===== src/rtl/pdm_stream_scheduler.sv =====
// Packet-granular round-robin scheduler: muxes N_SRC PDM word streams into one AXIS
// output as fixed-length packets (tag word + data), zero-padding when a source stalls.
module pdm_stream_scheduler #(
  parameter int          N_SRC                = 2,
  parameter int          WORD_BYTES           = 4,
  parameter int          PACKET_PAYLOAD_WORDS = 64,
  parameter int          TIMEOUT_CYCLES       = 1024,
  parameter logic [15:0] TAG_MAGIC            = 16'hA5A5,
  localparam int         SRC_W                = (N_SRC > 1) ? $clog2(N_SRC) : 1,
  localparam int         DW                   = WORD_BYTES * 8
) (
  input  logic                clk,
  input  logic                rst,
  input  logic [N_SRC*DW-1:0] s_axis_tdata,
  input  logic [N_SRC-1:0]    s_axis_tvalid,
  output logic [N_SRC-1:0]    s_axis_tready,
  output logic [DW-1:0]       m_axis_tdata,
  output logic                m_axis_tvalid,
  output logic                m_axis_tlast,
  input  logic                m_axis_tready,
  output logic [SRC_W-1:0]    active_src,
  output logic                busy,
  output logic [15:0]         pad_events
);

  localparam int BEAT_W = (PACKET_PAYLOAD_WORDS > 2) ? $clog2(PACKET_PAYLOAD_WORDS) : 1;
  localparam int IDLE_W = (TIMEOUT_CYCLES > 2) ? $clog2(TIMEOUT_CYCLES) : 1;
  localparam logic [BEAT_W-1:0] LAST_BEAT  = BEAT_W'(PACKET_PAYLOAD_WORDS - 1);
  localparam logic [IDLE_W-1:0] IDLE_LIMIT = IDLE_W'(TIMEOUT_CYCLES - 1);

  typedef enum logic [1:0] {S_IDLE, S_TAG, S_DATA, S_PAD} state_t;

  state_t            r_state;
  logic [SRC_W-1:0]  r_rr_ptr;
  logic [SRC_W-1:0]  r_grant;
  logic [BEAT_W-1:0] r_beat_cnt;
  logic [IDLE_W-1:0] r_idle_cnt;
  logic [7:0]        r_seq [N_SRC];
  logic [15:0]       r_pad_events;

  logic [SRC_W-1:0]  w_next_grant;
  logic              w_found;
  logic              w_src_valid;
  logic [DW-1:0]     w_src_data;
  logic [DW-1:0]     w_tag;
  logic              w_beat_hs;

  // Round-robin search starts just after the last served source.
  always_comb begin
    w_next_grant = r_rr_ptr;
    w_found      = 1'b0;
    for (int k = 1; k <= N_SRC; k++) begin
      if (!w_found && s_axis_tvalid[SRC_W'((int'(r_rr_ptr) + k) % N_SRC)]) begin
        w_found      = 1'b1;
        w_next_grant = SRC_W'((int'(r_rr_ptr) + k) % N_SRC);
      end
    end
  end

  assign w_src_valid = s_axis_tvalid[r_grant];
  assign w_src_data  = s_axis_tdata[int'(r_grant) * DW +: DW];

  always_comb begin
    w_tag       = '0;
    w_tag[31:0] = {TAG_MAGIC, 8'(r_grant), r_seq[r_grant]};
  end

  // NOTE: every output is given a default before the case so no latch is inferred.
  always_comb begin
    m_axis_tvalid = 1'b0;
    m_axis_tdata  = '0;
    s_axis_tready = '0;
    unique case (r_state)
      S_TAG: begin
        m_axis_tvalid = 1'b1;
        m_axis_tdata  = w_tag;
      end
      S_DATA: begin
        m_axis_tvalid          = w_src_valid;
        m_axis_tdata           = w_src_data;
        s_axis_tready[r_grant] = m_axis_tready;
      end
      S_PAD:   m_axis_tvalid = 1'b1;
      default: ;
    endcase
  end

  assign m_axis_tlast = ((r_state == S_DATA) || (r_state == S_PAD)) && (r_beat_cnt == LAST_BEAT);
  assign w_beat_hs    = m_axis_tvalid && m_axis_tready;
  assign active_src   = r_grant;
  assign busy         = (r_state != S_IDLE);
  assign pad_events   = r_pad_events;

  always_ff @(posedge clk) begin
    if (rst) begin
      r_state      <= S_IDLE;
      r_rr_ptr     <= SRC_W'(N_SRC - 1);
      r_grant      <= '0;
      r_beat_cnt   <= '0;
      r_idle_cnt   <= '0;
      r_pad_events <= '0;
      // NOTE: seq is a tiny per-source register file, reset explicitly so tags restart at 0.
      for (int i = 0; i < N_SRC; i++) r_seq[i] <= '0;
    end else begin
      unique case (r_state)
        S_IDLE: begin
          if (w_found) begin
            r_grant    <= w_next_grant;
            r_beat_cnt <= '0;
            r_state    <= S_TAG;
          end
        end
        S_TAG: begin
          if (m_axis_tready) begin
            r_beat_cnt <= BEAT_W'(1);
            r_idle_cnt <= '0;
            r_state    <= S_DATA;
          end
        end
        S_DATA: begin
          // Only a silent source counts as idle; downstream backpressure does not.
          if (w_src_valid)                    r_idle_cnt <= '0;
          else if (r_idle_cnt == IDLE_LIMIT)  r_state    <= S_PAD;
          else                                r_idle_cnt <= r_idle_cnt + 1'b1;
          if (w_beat_hs) begin
            if (m_axis_tlast) begin
              r_state        <= S_IDLE;
              r_rr_ptr       <= r_grant;
              r_seq[r_grant] <= r_seq[r_grant] + 8'd1;
            end else begin
              r_beat_cnt <= r_beat_cnt + 1'b1;
            end
          end
        end
        S_PAD: begin
          if (m_axis_tready) begin
            if (m_axis_tlast) begin
              r_state        <= S_IDLE;
              r_rr_ptr       <= r_grant;
              r_seq[r_grant] <= r_seq[r_grant] + 8'd1;
              if (r_pad_events != 16'hFFFF) r_pad_events <= r_pad_events + 16'd1;
            end else begin
              r_beat_cnt <= r_beat_cnt + 1'b1;
            end
          end
        end
        default: r_state <= S_IDLE;
      endcase
    end
  end

endmodule

===== config.mk =====
export PLATFORM = sky130hd
export DESIGN_NAME = pdm_stream_scheduler
export DESIGN_NICKNAME = d
export VERILOG_FILES = /design/src/rtl/pdm_stream_scheduler.sv
export SDC_FILE = /design/constraint.sdc
export NUM_CORES = 1
export LEC_CHECK = 0
export CAP_MARGIN = 0
export CORE_AREA = 2 2 92 94
export CTS_CLUSTER_DIAMETER = 30
export DETAILED_ROUTE_END_ITERATION = 7
export DIE_AREA = 0 0 94 96
export DONT_BUFFER_PORTS = 1
export GPL_ROUTABILITY_DRIVEN = 0
export GPL_TIMING_DRIVEN = 0
export PLACE_DENSITY_LB_ADDON = 0.12
export REMOVE_ABC_BUFFERS = 1
export SLEW_MARGIN = 20
export SYNTH_ARGS = -nofsm -noshare
export SYNTH_HDL_FRONTEND = slang
export SYNTH_SLANG_ARGS = --single-unit

===== constraint.sdc =====
create_clock -name clk -period 2.72 [get_ports clk]
set_clock_uncertainty 0.05 [all_clocks]
set_input_delay 0.544 -clock clk [delete_from_list [all_inputs] [get_ports clk]]
set_output_delay 0.544 -clock clk [all_outputs]
set_load 0.03 [all_outputs]

Word-level counts from Yosys, hierarchy flattened
Memory sizes are Yosys's and may differ from the RTL's. A register that Yosys moved wholly into a read port is not among the register bits.
Index checks and enable logic that the tools add are counted.
{ "classes": {"n_mux": 55, "n_mul": 0, "n_shift": 1, "div": 0, "reduce_logical": 18, "n_eq_ne": 12, "addsub": 6, "n_bitwise": 2, "magnitude_cmp": 4} }
{ "ops": {"columns": ["op", "n"], "rows": [
  ["one-hot mux 32 bit (2 select lines)", 1],
  ["indexed part select 64 x 7 -> 32 bit", 1],
  ["two-way mux 10 bit", 3],
  ["two-way mux 6 bit", 5],
  ["two-way mux 1 bit", 29],
  ["one-hot mux 6 bit (4 select lines)", 1],
  ["one-hot mux 10 bit (2 select lines)", 1],
  ["two-way mux 2 bit", 9],
  ["adder 16 x 1 -> 16 bit, second input constant", 1],
  ["two-way mux 8 bit", 2],
  ["!= test 16 bit, second input constant", 1],
  ["AND reduction 4 bit", 3],
  ["adder 10 x 1 -> 10 bit, second input constant", 1],
  ["equality test 10 bit, second input constant", 1],
  ["!= test 2 bit, second input constant", 5],
  ["adder 8 x 1 -> 8 bit, second input constant", 1],
  ["one-hot mux 2 bit (4 select lines)", 1],
  ["OR reduction 8 bit", 1],
  ["adder 6 x 1 -> 6 bit, second input constant", 1],
  ["equality test 6 bit, second input constant", 1],
  ["< comparator 1 x 3 -> 1 bit, second input constant", 2],
  ["AND reduction 3 bit", 2],
  ["nonzero test 2 bit", 3],
  ["equality test 2 bit, second input constant", 2],
  ["other kinds (15)", 20]
]} }
{ "totals": {"ramBits": 16, "memories": 1, "romBits": 0, "register_bits": 36, "inputBits": 69, "out_inout_bits": 54, "word_cells": 105, "latchBits": 0} }
{ "memory_table": {"columns": ["name", "words", "width", "read_ports", "rd_ports_with_merged_regs", "write_ports", "line_no", "source"], "rows": [
  ["r_seq", 2, 8, 1, 1, 2, "38", "logic [7:0] r_seq [N_SRC];"]
]} }

Longest topological paths before layout
{ "depth": {"depth_word": 11, "mapped_depth": 9, "ltp_nobuf": 8} }

Least setup slack after synthesis
OpenSTA, ideal clock, no wires.
{ "synth_path": {"kind": "register to register", "startpoint": "register r_state[1]", "endpoint": "memory r_seq[1][0] (enable)", "n_path_buf": 2, "stages_incl_launch_ff": 10, "arrival_time_ns": 2.286, "synth_period_minus_slack_ns": 2.671, "slack_ns": 0.049, "setup_time_ns": 0.334, "t_required_ns": 2.336, "cell_sequence": "dfxtp_1 inv_1 ha_1 buf_2 nor2_1 o22ai_2 a21oi_1 or4b_1 clkbuf_1 nand2b_1"} }
{ "synth_lines": {"columns": ["element", "line_no", "source"], "rows": [
  ["start: declaration", "33", "state_t r_state;"],
  ["start signal: assignment", "96", "r_state <= S_IDLE;"],
  ["start signal: assignment", "110", "r_state <= S_TAG;"],
  ["start signal: assignment", "117", "r_state <= S_DATA;"],
  ["end: declaration", "38", null]
]} }

Final worst setup path
{ "layout_path": {"startpoint": "register r_state[1]", "endpoint": "output port m_axis_tdata[20]"} }
{ "layout_via": {"elab_chain_cells": 2, "word_cells_on_any_way": 3, "classes_between": "2 x eq/ne; 1 x mux"} }
{ "layout_rtl": {"columns": ["element", "line_no", "source"], "rows": [
  ["equality test 2 bit or equality test 2 x 1 -> 1 bit (tied branches)", "73", "unique case (r_state)"],
  ["one-hot mux 32 bit (2 select lines) (*)", "73", null],
  ["end: declaration", "17", "output logic [DW-1:0] m_axis_tdata,"]
]} }
Every way passes the cells marked *; elsewhere a longest branch is shown, timed or not.

==> run metrics <==
layout cells sized above 1 0.194; status completed; Global Route Usage Sum 0.188; critical-path cell list inv_1, ha_2, nand2_4, nor2_2; slowest CP cell ha_2; r2r worst-path depth 7; main combinational cell family by area after synthesis simple AND/OR/NAND/NOR gates; clock root buffer clkbuf_8; CP startpoint kind flop; Area Overhead vs Synth 11.0%; full die area roughly 9000 um2; unrepaired setup endpoints after global routing yes; CTS Buffer Depth 2; post-synthesis mux area share 0.151; final hold vios 0; Setup Crit Path Kind reg2out; leak pwr about 0.0012 uW; Clock Latency Late Sink ~0.31 ns; Rows 33; worst setup path startpoint r_state[1]$_SDFFE_PP0P_; TritonCTS clock tree done; Critical path buffers and inverters 1; Initial Utilization 0.436; Synth Warn # 0; register area share after synthesis 0.348; Critical Path AT 2.08 ns; ys async rst share 0; register area between 1000 and 1500 um2; Vias about 2900; Final ANT Viol Nets 0; Worst path depth 4; Worst Setup EP m_axis_tdata[20]; clk sinks between 50 and 60; FF-to-FF Start r_state[1]$_SDFFE_PP0P_; Worst Tran Pin Value approximately 0.67 ns; core area 8050 um2; CTS Hold Bufs 0; reg2reg setup slack approximately 0.14 ns; Fin Setup TNS 0 ns; simple-gate portion of the synthesized area 0.242; worst rel slew slack 0.550; final instance area ~3900 um2; global route overflow 0; largest net degree at the start of global routing 37; Vias per Instance between 5 and 6; P per Cell Area roughly 630 nW/um2; post-DR wirelength/cell between 15 and 20 um; min-delay worst type in2reg; Post-synth EDFFs 16; fin nets ~470; period utilisation layout 0.984; VDD IR max about 0.00024 V; area of the multi-input gates 2310 um2; WP data required approximately 2.1 ns; Mean Syn Cell Area around 8.7 um2; vias in the first global route ~2700; kind of end point of the critical path output port; synthesized instance count roughly 400; Max Cap Violations 0; setup violators final 0; Filler Cells Inserted approximately 810; Reg clk slew, reported paths around 0.10 ns; FF+latch count, synth 53; Unique masters post-synth 49; Max Fanout on Critical Path 19; H-tree levels 2; initial antenna violation count 3; placed cell areas approximately 3600 um2; Die H roughly 96 um; Iteration-0 DRC Markers 120; xor/xnor share of the synthesized area 0.0624; drt pass-1 iters 4; CP max stage delay roughly 0.58 ns; CP top delay family simple AND/OR/NAND/NOR gates; IO buf count 0; Die Wd ~94 um; Compound-Gate Fraction of Synth Area 0.127; Reg2Reg Capture Point r_seq[1][3]$_SDFFCE_PN0P_; routed wire length ~8400 um; Post-Synth Adder-Cell Area 0.0321; DRC 0; top_reg_cell synth dfxtp_1; # IOs 123; CTS Buf Count 5; first-pass GRT wire length around 13000 um; Max Fclk about 370 MHz; hold_sp rst; crit path time final around 2.7 ns; Slew Viols, Final 0; HPWL Detailed roughly 6000 um; Post-Syn Area ~3500 um2
-- layout by cell type, fill, tap and decap left out, types with 6 or more instances in the layout --
| cell type | instances |
|---|---|
| and3_1 | 7 |
| nor2_1 | 47 |
| nor2b_1 | 17 |
| nor4_1 | 6 |
| nand3_1 | 20 |
| edfxtp_1 | 16 |
| mux2i_1 | 26 |
| nor2_2 | 9 |
| a211oi_1 | 6 |
| dfxtp_1 | 34 |
| mux2_2 | 24 |
| xor2_1 | 6 |
| nand2_1 | 18 |
| buf_4 | 7 |
| a22oi_1 | 7 |
| a21oi_1 | 20 |
| nor2_4 | 6 |
| o21ai_0 | 8 |
| ha_1 | 6 |
| xnor2_1 | 19 |
| inv_1 | 10 |
-- layout make-up --
cell class | instances | area share
multi-input cells | 316 | 0.592
flip-flops and latches | 53 | 0.315
inverters | 10 | 0.00963
diodes | 3 | 0.00193
clock inverters | 3 | 0.00546
clock buffers | 5 | 0.0177
repair buffers | 10 | 0.0247
well taps | 105 | 0.0337
-- state kept, by name, indices dropped and copies added (netlist names), named ones only --
signal / flops
r_beat_cnt: 6
r_seq: 16
r_state: 2
active_src: 1
pad_events: 16
r_rr_ptr: 1
r_idle_cnt: 10
-- worst register-to-register path: cells and delay by family, from the launching register on --
kind	cells	cell delay [ns]
and+or+nand+nor	3	0.95
AOI/OAI and AO/OA	2	0.49
DFF	1	0.41
adders and majority gates	1	0.26
buffers and inverters	1	0.14
-- kinds of logic (layout without fill, tap and decap cells) --
kind of cell / count (synthesis) / in the layout
multiplexers: 50 / 50
AO/OA/AOI/OAI: 63 / 63
flip-flops: 53 / 53
adder cells (fa/ha/maj): 9 / 9
AND/OR/NAND/NOR: 169 / 169
other: 0 / 3
XOR/XNOR: 25 / 25
buffers and inverters: 34 / 28
-- synthesized netlist by cell type, types with 9 or more instances --
library cell | n | area, um2
dfxtp_1 | 37 | 741
mux2_2 | 24 | 270
nand2_1 | 19 | 71.3
clkbuf_1 | 16 | 60.1
inv_1 | 10 | 37.5
ha_1 | 9 | 113
xnor2_1 | 19 | 166
nor2_1 | 62 | 233
a21oi_1 | 20 | 100
nand3_1 | 20 | 100
edfxtp_1 | 16 | 480
mux2i_1 | 26 | 260
nor2b_1 | 17 | 106
-- where the power goes --
part           internal [uW]  switching, uW
Clock                    183            278
Sequential               846           35.2
Combinational            361            760
Total                   1390           1070
-- worst min path at each step --
stage | endpoint | cells after the start
2_1_floorplan | r_rr_ptr$_SDFFE_PP1P_ | 2
3_3_place_gp | r_rr_ptr$_SDFFE_PP1P_ | 2
3_5_place_dp | r_rr_ptr$_SDFFE_PP1P_ | 2
4_1_cts | r_state[0]$_SDFFE_PP0P_ | 1
5_1_grt | r_state[0]$_SDFFE_PP0P_ | 1
6_report | r_state[0]$_SDFFE_PP0P_ | 1
-- metrics by stage --
stage | power [uW] | instances | setup WS, ns | hold slack (ns) | utilization
6_report | 2460 | 505 | 0.0437 | 0.242 | 0.484
5_1_grt | 2610 | 505 | -0.0615 | 0.220 | 0.484
4_1_cts | 2470 | 496 | 0.0369 | 0.226 | 0.476
3_5_place_dp | 1900 | 486 | -1.08 | 0.421 | 0.446
3_3_place_gp | 1890 | 484 | -1.68 | 0.418 | 0.441
2_1_floorplan | 1720 | 379 | -0.901 | 0.396 | -
-- timing repair --
item	4_1_cts	5_1_grt
pin swaps	2	5
setup buffers	2	6
setup endpoints to repair	97	28
gates resized for setup	38	2
-- routing by layer --
metal / GRT usage / wire length (um)
met2: 0.339 / 4220
met1: 0.213 / 3440
met4: 0.0761 / 196
met5: 0 / 0
met3: 0.0462 / 580
No activity file was read; power rests on OpenSTA's default activity.
